[config.mk]
export PLATFORM = sky130hd
export DESIGN_NAME = wts_channel_sequencer
export DESIGN_NICKNAME = d
export VERILOG_FILES = /design/src/rtl/wts_channel_sequencer.sv
export SDC_FILE = /design/constraint.sdc
export NUM_CORES = 1
export LEC_CHECK = 0
export CORE_AREA = 8 8 45 47
export DETAILED_ROUTE_END_ITERATION = 7
export DIE_AREA = 0 0 53 55
export PLACE_DENSITY = 0.7
export RECOVER_POWER = 25
export SETUP_SLACK_MARGIN = 0.4
export SLEW_MARGIN = 20
export SYNTH_ARGS = -nofsm -noshare
export SYNTH_HDL_FRONTEND = slang
export SYNTH_SLANG_ARGS = --single-unit
[constraint.sdc]
create_clock -name clk -period 3.4 [get_ports clk]
set_clock_uncertainty 0.05 [all_clocks]
set_input_delay 0.34 -clock clk [delete_from_list [all_inputs] [get_ports clk]]
set_output_delay 0.34 -clock clk [all_outputs]
set_load 0.02 [all_outputs]
[src/rtl/wts_channel_sequencer.sv]
// wts_channel_sequencer
//   Time-division sequencer for the 6-channel wave table datapath. Each
//   sample period runs channel slots 0..5 (SLOT_CYCLES clocks each) and then
//   an idle window of at least IDLE_CYCLES clocks. CPU register writes are
//   granted only in the idle window, so channel registers stay stable while
//   a channel is being processed.
//
//   Parameters
//     SLOT_CYCLES  clocks per channel slot (>= 3)
//     IDLE_CYCLES  idle clocks after channel 5 before the next period (>= 1)
//
//   Ports
//     clk         system clock
//     nreset      asynchronous active-low reset
//     enable      start a new period when the idle window has elapsed
//     ch_mask     (WTS_CH_MASK_EN only) per-channel mute: slot keeps its
//                 timing but active=7 and ch_start/ch_last are suppressed
//     active      channel index 0..5 during slots, 3'd7 when idle
//     ch_start    first cycle of each channel slot
//     ch_last     last cycle of each channel slot
//     sample_end  last cycle of the channel 5 slot
//     busy        high in any channel slot
//     wr_req      CPU register write request (level, held until wr_ack)
//     wr_ack      write grant; the write commits in the wr_ack cycle
//
//   Build option: define WTS_CH_MASK_EN to add the ch_mask input.

module wts_channel_sequencer #(
   parameter int unsigned SLOT_CYCLES = 4,
   parameter int unsigned IDLE_CYCLES = 8
) (
   input  logic       clk,
   input  logic       nreset,
   input  logic       enable,
`ifdef WTS_CH_MASK_EN
   input  logic [5:0] ch_mask,
`endif
   output logic [2:0] active,
   output logic       ch_start,
   output logic       ch_last,
   output logic       sample_end,
   output logic       busy,
   input  logic       wr_req,
   output logic       wr_ack
);

   localparam int unsigned SW = (SLOT_CYCLES > 1) ? $clog2(SLOT_CYCLES) : 1;
   localparam int unsigned IW = (IDLE_CYCLES > 1) ? $clog2(IDLE_CYCLES) : 1;
   localparam logic [SW-1:0] SLOT_LAST = SW'(SLOT_CYCLES - 1);
   localparam logic [IW-1:0] IDLE_LAST = IW'(IDLE_CYCLES - 1);
   localparam logic [2:0]    CH_FINAL  = 3'd5;
   localparam logic [2:0]    CH_NONE   = 3'd7;

   typedef enum logic {
      ST_IDLE,
      ST_SLOT
   } state_t;

   state_t          state_q, state_d;
   logic [IW-1:0]   idle_cnt_q, idle_cnt_d;
   logic [SW-1:0]   slot_cnt_q, slot_cnt_d;
   logic [2:0]      ch_q, ch_d;
   logic            wr_ack_q;

   logic            in_slot;
   logic            slot_first;
   logic            slot_last;
   logic            ch_on;

   always_ff @(posedge clk or negedge nreset) begin
      if (!nreset) begin
         state_q    <= ST_IDLE;
         idle_cnt_q <= '0;
         slot_cnt_q <= '0;
         ch_q       <= '0;
         wr_ack_q   <= 1'b0;
      end else begin
         state_q    <= state_d;
         idle_cnt_q <= idle_cnt_d;
         slot_cnt_q <= slot_cnt_d;
         ch_q       <= ch_d;
         wr_ack_q   <= wr_ack;
      end
   end

   // Next state. enable only matters once the idle window has elapsed; a
   // started period always runs through channel 5.
   always_comb begin
      state_d    = state_q;
      idle_cnt_d = idle_cnt_q;
      slot_cnt_d = slot_cnt_q;
      ch_d       = ch_q;
      case (state_q)
         ST_IDLE: begin
            if (idle_cnt_q != IDLE_LAST) begin
               idle_cnt_d = idle_cnt_q + 1'b1;
            end else if (enable) begin
               state_d    = ST_SLOT;
               ch_d       = '0;
               slot_cnt_d = '0;
            end
         end
         ST_SLOT: begin
            if (slot_cnt_q == SLOT_LAST) begin
               slot_cnt_d = '0;
               if (ch_q == CH_FINAL) begin
                  state_d    = ST_IDLE;
                  idle_cnt_d = '0;
               end else begin
                  ch_d = ch_q + 3'd1;
               end
            end else begin
               slot_cnt_d = slot_cnt_q + 1'b1;
            end
         end
         default: begin
            state_d = ST_IDLE;
         end
      endcase
   end

   // Outputs, decoded from registered state only (plus wr_req for wr_ack).
   always_comb begin
      in_slot    = (state_q == ST_SLOT);
      slot_first = in_slot && (slot_cnt_q == '0);
      slot_last  = in_slot && (slot_cnt_q == SLOT_LAST);
`ifdef WTS_CH_MASK_EN
      ch_on      = ~ch_mask[ch_q];
`else
      ch_on      = 1'b1;
`endif
      active     = (in_slot && ch_on) ? ch_q : CH_NONE;
      ch_start   = slot_first && ch_on;
      ch_last    = slot_last && ch_on;
      // Masking never hides the period boundary.
      sample_end = slot_last && (ch_q == CH_FINAL);
      busy       = in_slot;
      // Back-to-back grants are blocked so the requester has a cycle to
      // update or drop wr_req after each ack.
      wr_ack     = (state_q == ST_IDLE) && wr_req && !wr_ack_q;
   end

endmodule

## Word level (Yosys, flattened, before mapping)

Index checks and enable logic that the tools add are counted.

| cells by class | value |
|---|---|
| $add $sub $neg | 3 |
| equality and inequality tests | 9 |
| multiplexer cells | 19 |
| bitwise logic cells | 1 |
| reductions and logical operators | 10 |

Operators with widths:

| cell | number |
|---|---|
| 3-bit 2-to-1 mux | 8 |
| 3-bit one-hot mux with 2 select lines | 2 |
| 2-bit inequality test (second input constant) | 4 |
| 3-bit by 1-bit adder with 3-bit output (second input constant) | 2 |
| 2-bit 2-to-1 mux | 3 |
| 1-bit logical AND | 5 |
| 1-bit 2-to-1 mux | 4 |
| 2-bit by 1-bit inequality test with 1-bit output (second input constant) | 2 |
| 2-bit one-hot mux with 2 select lines | 1 |
| 4-bit AND reduction | 1 |
| 3-bit equality test (second input constant) | 1 |
| 3-bit inequality test (second input constant) | 1 |
| 3-bit AND reduction | 1 |
| 2-bit by 1-bit adder with 2-bit output (second input constant) | 1 |
| 2-bit equality test (second input constant) | 1 |
| 2-bit zero test | 1 |
| 1-bit one-hot mux with 2 select lines | 1 |
| 2-bit AND reduction | 1 |
| 1-bit zero test | 1 |
| 1-bit inverter | 1 |

| storage, ports and cells | value |
|---|---|
| register bits after elaboration | 10 |
| input port bits | 4 |

## Logic depth before layout (Yosys ltp)

Gate-level depths: netlist of the first run.

| depth | value |
|---|---|
| depth in word-level cells | 4 |
| mapped depth | 5 |

## Worst setup path before layout of the first run

OpenSTA, ideal clock, no wires.

| timing path | value |
|---|---|
| kind | register -> output |
| start | register state_q (netlist: busy) |
| end | output wr_ack |
| arrival | 1.345 ns |
| required time | 3.010 ns |
| path slack | 1.665 ns |
| stages on the path, launching flop included | 4 |
| buffers on the path | 2 |
| path through | dfrtp_1 buf_4 buf_6 nor3b_1 |

| on the way | value |
|---|---|
| word-level cells in the longest chain between the ends | 3 |

RTL lines:

| element | RTL line | RTL |
|---|---|---|
| start, declared | 59 | `state_t state_q, state_d;` |
| start signal, assigned | 78 | `state_q <= state_d;` |
| 1-bit inverter | - |  |
| 1-bit logical AND (2 in a row) | 140 | `wr_ack = (state_q == ST_IDLE) && wr_req && !wr_ack_q;` |
| end, declared | 44 | `output logic wr_ack` |

Every way passes these cells.

## Worst setup path after layout of the first run

| timing path | value |
|---|---|
| start | register ch_q[1] |
| end | output sample_end |

| on the way | value |
|---|---|
| word-level cells in the longest chain between the ends | 2 |

RTL lines:

| element | RTL line | RTL |
|---|---|---|
| start, declared | 62 | `logic [2:0] ch_q, ch_d;` |
| start signal, assigned | 81 | `ch_q <= ch_d;` |
| 3-bit equality test | 136 | `sample_end = slot_last && (ch_q == CH_FINAL);` |
| 1-bit logical AND | 136 |  |
| end, declared | 41 | `output logic sample_end,` |

Every way passes these cells.

==> summary.txt, run 1 <==
status - finished, final reports clean
P_int - 470 uW
Clock power frac - 13.7%
1st-iter DRT viols - 4
Top FF cell, synth - dfrtp_1
Max IR drop VDD - 0.000503 V
Clk pin slew, worst setup/hold paths - 70 ps
gpl congestion - 0.659
Hold Vio Cnt, Final - 0
largest net degree at the start of global routing - 20
first-pass GRT wire length - 1680 microns
Critical path origin - ch_q[1]$_DFFE_PN0P_
Synth-to-Final Area Change - 26.6%
# IOs - 12
hold slack - 373 ps
CTS root buffer - clkbuf_4
Detailed Place HPWL - 789 microns
final worst setup slack - 1220 ps
total grt overflow - 0
yosys warns - 0
ant diodes - 0
Hold Crit Class - reg -> reg
initial antenna violation count - 0
Post-Syn Area - 584 sq um
sw power - 317 uW
CP max-delay cell - clkdlybuf4s50_1
starting density of the core - 42.2%
post-synthesis cell type count - 23
Routed WL - 1010 microns
crit end category - primary output
Seq/Total Area, Yosys - 42.8%
CP peak stage delay - 610 ps
IO Port Bufs - 11
Slew Limit Headroom - 69.2%
WL/cell - 11.8 microns
CP cell instances - inv_1, ha_1, and3_1, clkdlybuf4s50_1
Post-synth EDFFs - 0
crit-path max FO - 4
max-slew violations - 0
Reg power frac - 28.4%
# rows - 14
CP Data Required Time - 3010 ps
multi-input logic area - 304 sq um
Clock Latency Late Sink - 260 ps
Cells after Synth - 56
Post-Syn Nets - 67
Die Footprint - 2920 sq um
r2r startpoint - idle_cnt_q[0]$_DFFE_PN0P_
Die X - 53 microns
pwr dens - 1060 nW/um^2
fillcell total - 133
drt drc - 0
Final setup viols - 0
total track usage - 7.67%
vias in the first global route - 419
ys async rst share - 100%
Layout Nets - 82
Synth Area per Inst - 10.4 sq um
pre-CTS setup slack - 1330 ps
Seq. cell area - 250 sq um
post-route clock period utilization - 64.2%
# resized after CTS - 0
vias - 415
post-DR vias/cell - 4.83
post-CTS setup buffers - 0
antenna-violating nets left - 0
total CTS buffers - 3
Gate power share - 57.9%
Seq cells post-synth - 10
Pleak - 0.359 nW
share of cells above drive strength 1 - 12.9%
r2r endpoint - idle_cnt_q[0]$_DFFE_PN0P_
max-cap violation count - 0
switching share of power - 40.3%
Chip Height - 55 microns
# H-tree levels - 1
first drt pass iteration count - 2
critical path endpoint - sample_end
most frequent cells in the layout - dfrtp_1, clkdlybuf4s50_1, nand2_1, ha_1, nor2_1
Fmax - 0.458 GHz
unrepaired setup endpoints after global routing - no
CTS hold repair buffers - 0
Arrival @ worst endpoint - 1790 ps
core area - 1380 sq um
CP Class - reg -> out
final total negative setup slack - 0 ps
Worst Tran Pin Value - 460 ps
Min Clock Period, post-route - 2180 ps
Startpoint Class - flop
R2R Setup Slk - 1920 ps
CTS tree - yes
Clock Tree Buf Depth - 2
r2r worst-path depth - 5
CTS sink cnt - 10
## routing by layer
metal  up-vias  wire, microns  track usage, %
met3         0             89            2.94
met4         0              0            5.17
li1        219              -               -
met5         -              0               0
met2         9            464            12.9
met1       187            457            7.80
## worst min-delay path by stage
stage | to | slack, ps | cells after the start | start
after CTS | wr_ack_q$_DFF_PN0_ | 350 | 1 | nreset
after detailed placement | wr_ack_q$_DFF_PN0_ | 370 | 1 | wr_ack_q$_DFF_PN0_
after global placement | wr_ack_q$_DFF_PN0_ | 360 | 1 | wr_ack_q$_DFF_PN0_
after global routing | wr_ack_q$_DFF_PN0_ | 380 | 1 | wr_ack_q$_DFF_PN0_
final | wr_ack_q$_DFF_PN0_ | 370 | 1 | wr_ack_q$_DFF_PN0_
after floorplan | busy$_DFF_PN0_ | -6 | 0 | nreset
## stage by stage
| step | utilization [%] | cell area (sq um) | power, mW | instances |
|---|---|---|---|---|
| floorplan | - | 584 | 0.550 | 56 |
| global placement | 50.8 | 703 | 0.673 | 82 |
| detailed placement | 50.8 | 703 | 0.692 | 82 |
| CTS | 53.4 | 739 | 0.802 | 86 |
| global route | 53.4 | 739 | 0.847 | 86 |
| finish | 53.4 | 739 | 0.786 | 86 |
## cells by family (layout without fill, tap and decap cells)
kind of cell / after synthesis / in the layout / share of synthesized area [%]
flops: 10 / 10 / 42.8
mux: 3 / 3 / 5.35
compound gates: 10 / 10 / 12.2
buf+inv: 5 / 19 / 5.14
simple gates: 20 / 20 / 18.0
fa+ha+maj: 7 / 7 / 15.0
xor+xnor: 1 / 1 / 1.50
## synthesized netlist by cell type, types with 2 or more instances
library cell | instances | area, sq um
o21ai_0 | 2 | 10.0
a22o_1 | 3 | 26.3
mux2i_1 | 2 | 20.0
inv_1 | 3 | 11.3
dfrtp_1 | 10 | 250
nand2_1 | 7 | 26.3
ha_1 | 7 | 87.6
nor2_1 | 4 | 15.0
nand2b_1 | 2 | 12.5
a21oi_1 | 3 | 15.0
## critical path: cells and delay by family, from the launching register on
kind                       cells  cell delay, ps
adders and majority gates      1             240
buffers and inverters          2             720
DFF                            1             380
and+or+nand+nor                1             200
## cell type report
class	count	area share, %
clock buffer	4	4.91
inverter	3	1.52
sequential	10	33.8
timing repair buffer	12	15.9
tap	16	2.71
multi-input combinational	41	41.1
## registers in the layout, indices dropped and copies added, names as in the netlist
name / count
busy: 1
wr_ack_q: 1
ch_q: 3
slot_cnt_q: 2
idle_cnt_q: 3
## power by group through the flow
| stage | clock (mW) | sequential [mW] | combinational [mW] |
|---|---|---|---|
| CTS | 0.111 | 0.224 | 0.467 |
| floorplan | 0 | 0.226 | 0.324 |
| finish | 0.108 | 0.223 | 0.455 |
| global route | 0.116 | 0.233 | 0.498 |
| global placement | 0 | 0.223 | 0.450 |
| detailed placement | 0 | 0.226 | 0.465 |
(Power assumes the default switching activity.)
==> inputs of run 2 (changes only) <==
==> constraint.sdc (replaced) <==
create_clock -name clk -period 2.1 [get_ports clk]
set_clock_uncertainty 0.05 [all_clocks]
set_input_delay 0.21 -clock clk [delete_from_list [all_inputs] [get_ports clk]]
set_output_delay 0.21 -clock clk [all_outputs]
set_load 0.02 [all_outputs]
==> summary.txt, run 2 (synthesis results as in run 1) <==
status - finished, final reports clean
most frequent cells in the layout - dfrtp_1, nand2_1, dlygate4sd2_1
# H-tree levels - 1
crit end category - primary output
post-DR vias/cell - 5.03
CTS sink cnt - 10
fillcell total - 131
total track usage - 8.49%
Hold Vio Cnt, Final - 0
crit-path max FO - 4
drt drc - 0
Pleak - 0.377 nW
WL/cell - 12.1 microns
vias in the first global route - 429
switching share of power - 41.7%
most common cell after layout, fill and taps aside - dfrtp_1
CP Data Required Time - 1840 ps
Fmax - 0.614 GHz
Arrival @ worst endpoint - 1370 ps
Final setup viols - 0
total power - 1.23 mW
# IOs - 12
top flop regs - ch_q: 3 flops, idle_cnt_q: 3 flops, slot_cnt_q: 2 flops
Synth-to-Final Area Change - 26.1%
DP Area - 703 sq um
CTS tree - yes
gpl congestion - 0.655
first-pass GRT wire length - 1820 microns
final worst setup slack - 471 ps
share of cells above drive strength 1 - 18.3%
Chip Height - 55 microns
CTS root buffer - clkbuf_4
CP peak stage delay - 420 ps
core area - 1380 sq um
Final Cell Area - 737 sq um
vias - 438
met1 capacity usage during global routing - 9.36%
total grt overflow - 0
multi-input logic area - 307 sq um
IO Port Bufs - 11
final total negative setup slack - 0 ps
total CTS buffers - 3
Routed WL - 1060 microns
Reg power frac - 30.6%
ant diodes - 0
initial antenna violation count - 0
Max IR drop VDD - 0.000710 V
Gate power share - 55.4%
M3 GR Usage - 2.94%
Slew Limit Headroom - 69.0%
sw power - 514 uW
Clock Tree Buf Depth - 2
post-route clock period utilization - 77.6%
Clock power frac - 13.9%
Worst Tran Pin Value - 463 ps
CTS hold repair buffers - 0
pwr dens - 1670 nW/um^2
Hold Crit Class - in -> async
Startpoint Class - flop
Die X - 53 microns
global route hottest layer - met2
CP max-delay cell - dfrtp_1
Layout Nets - 83
antenna-violating nets left - 0
Clk pin slew, worst setup/hold paths - 70 ps
Min Clock Period, post-route - 1630 ps
largest net degree at the start of global routing - 14
max-cap violation count - 0
max-slew violations - 0
CP Class - reg -> out
pre-CTS setup slack - 273 ps
Seq. cell area - 251 sq um
first drt pass iteration count - 2
unrepaired setup endpoints after global routing - no
P_int - 720 uW
1st-iter DRT viols - 6
GR met2 Demand/Resource - 13.3%
CP top delay family - flip-flops
Die Footprint - 2920 sq um
Clock Latency Late Sink - 260 ps
Levels on crit path - 4
Buf+Inv Stages, Crit Path - 1
# rows - 14
Detailed Place HPWL - 786 microns
starting density of the core - 42.2%
CP cell instances - ha_1, and2_4, and3_1, clkbuf_2
r2r worst-path depth - 5
==> run 2: cell types whose count changed in the layout (fill, tap and decap cells not counted), sizes merged <==
cell / previous run / this run
clkdlybuf4s50: 10 / 2
dlygate4sd2: 0 / 7
buf: 1 / 2
clkbuf: 4 / 5
==> run 2: per-stage QoR <==
stage | instances | hold WS, ps | util [%]
after floorplan | 56 | -136 | -
after global placement | 82 | 356 | 50.8
after detailed placement | 82 | 368 | 50.8
after CTS | 86 | 223 | 52.7
after global routing | 87 | 311 | 53.3
final | 87 | 281 | 53.3
==> run 2: worst reg2reg max path, cell delays in order, from the launching register on <==
cell	delay, ps
dfrtp_1	390
ha_1	200
ha_1	230
nor2_4	130
a41oi_1	80
mux2_2	300
==> run 2: area by class of cell <==
cell class                 instances  area share [%]
timing repair buffer              13            15.1
tap                               16            2.72
inverter                           3            1.53
multi-input combinational         41            41.6
clock buffer                       4            4.92
sequential                        10            34.1
==> run 2: per-layer routing <==
layer,vias up,wire length [microns]
li1,222,-
met1,201,483
met2,11,452
met3,4,89
met4,0,30
met5,-,0
==> run 2: final timing paths <==
path / from / end / slack (ps)
max: slot_cnt_q[0]$_DFFE_PN0P_ / sample_end / 470
min: nreset / ch_q[1]$_DFFE_PN0P_ / 280
max reg2reg: idle_cnt_q[0]$_DFFE_PN0P_ / idle_cnt_q[0]$_DFFE_PN0P_ / 600
min reg2reg: wr_ack_q$_DFF_PN0_ / wr_ack_q$_DFF_PN0_ / 370
max in group asynchronous: nreset / busy$_DFF_PN0_ / 1370
min in group clk: wr_ack_q$_DFF_PN0_ / wr_ack_q$_DFF_PN0_ / 370
==> run 2: power by group through the flow <==
stage / Combinational [mW] / Clock (mW) / Sequential, mW
final: 0.684 / 0.172 / 0.378
after global routing: 0.761 / 0.190 / 0.395
after CTS: 0.678 / 0.179 / 0.377
after detailed placement: 0.733 / 0 / 0.381
after global placement: 0.718 / 0 / 0.375
after floorplan: 0.524 / 0 / 0.366
==> run 2: timing repair <==
| action | 4_1_cts | 5_1_grt |
|---|---|---|
| gates resized for setup | 8 | 4 |
| buffers inserted | 0 | 1 |
| hold endpoints to repair | 0 | 0 |
| gates cloned | 0 | 0 |
| endpoints found under the setup margin | 8 | 2 |
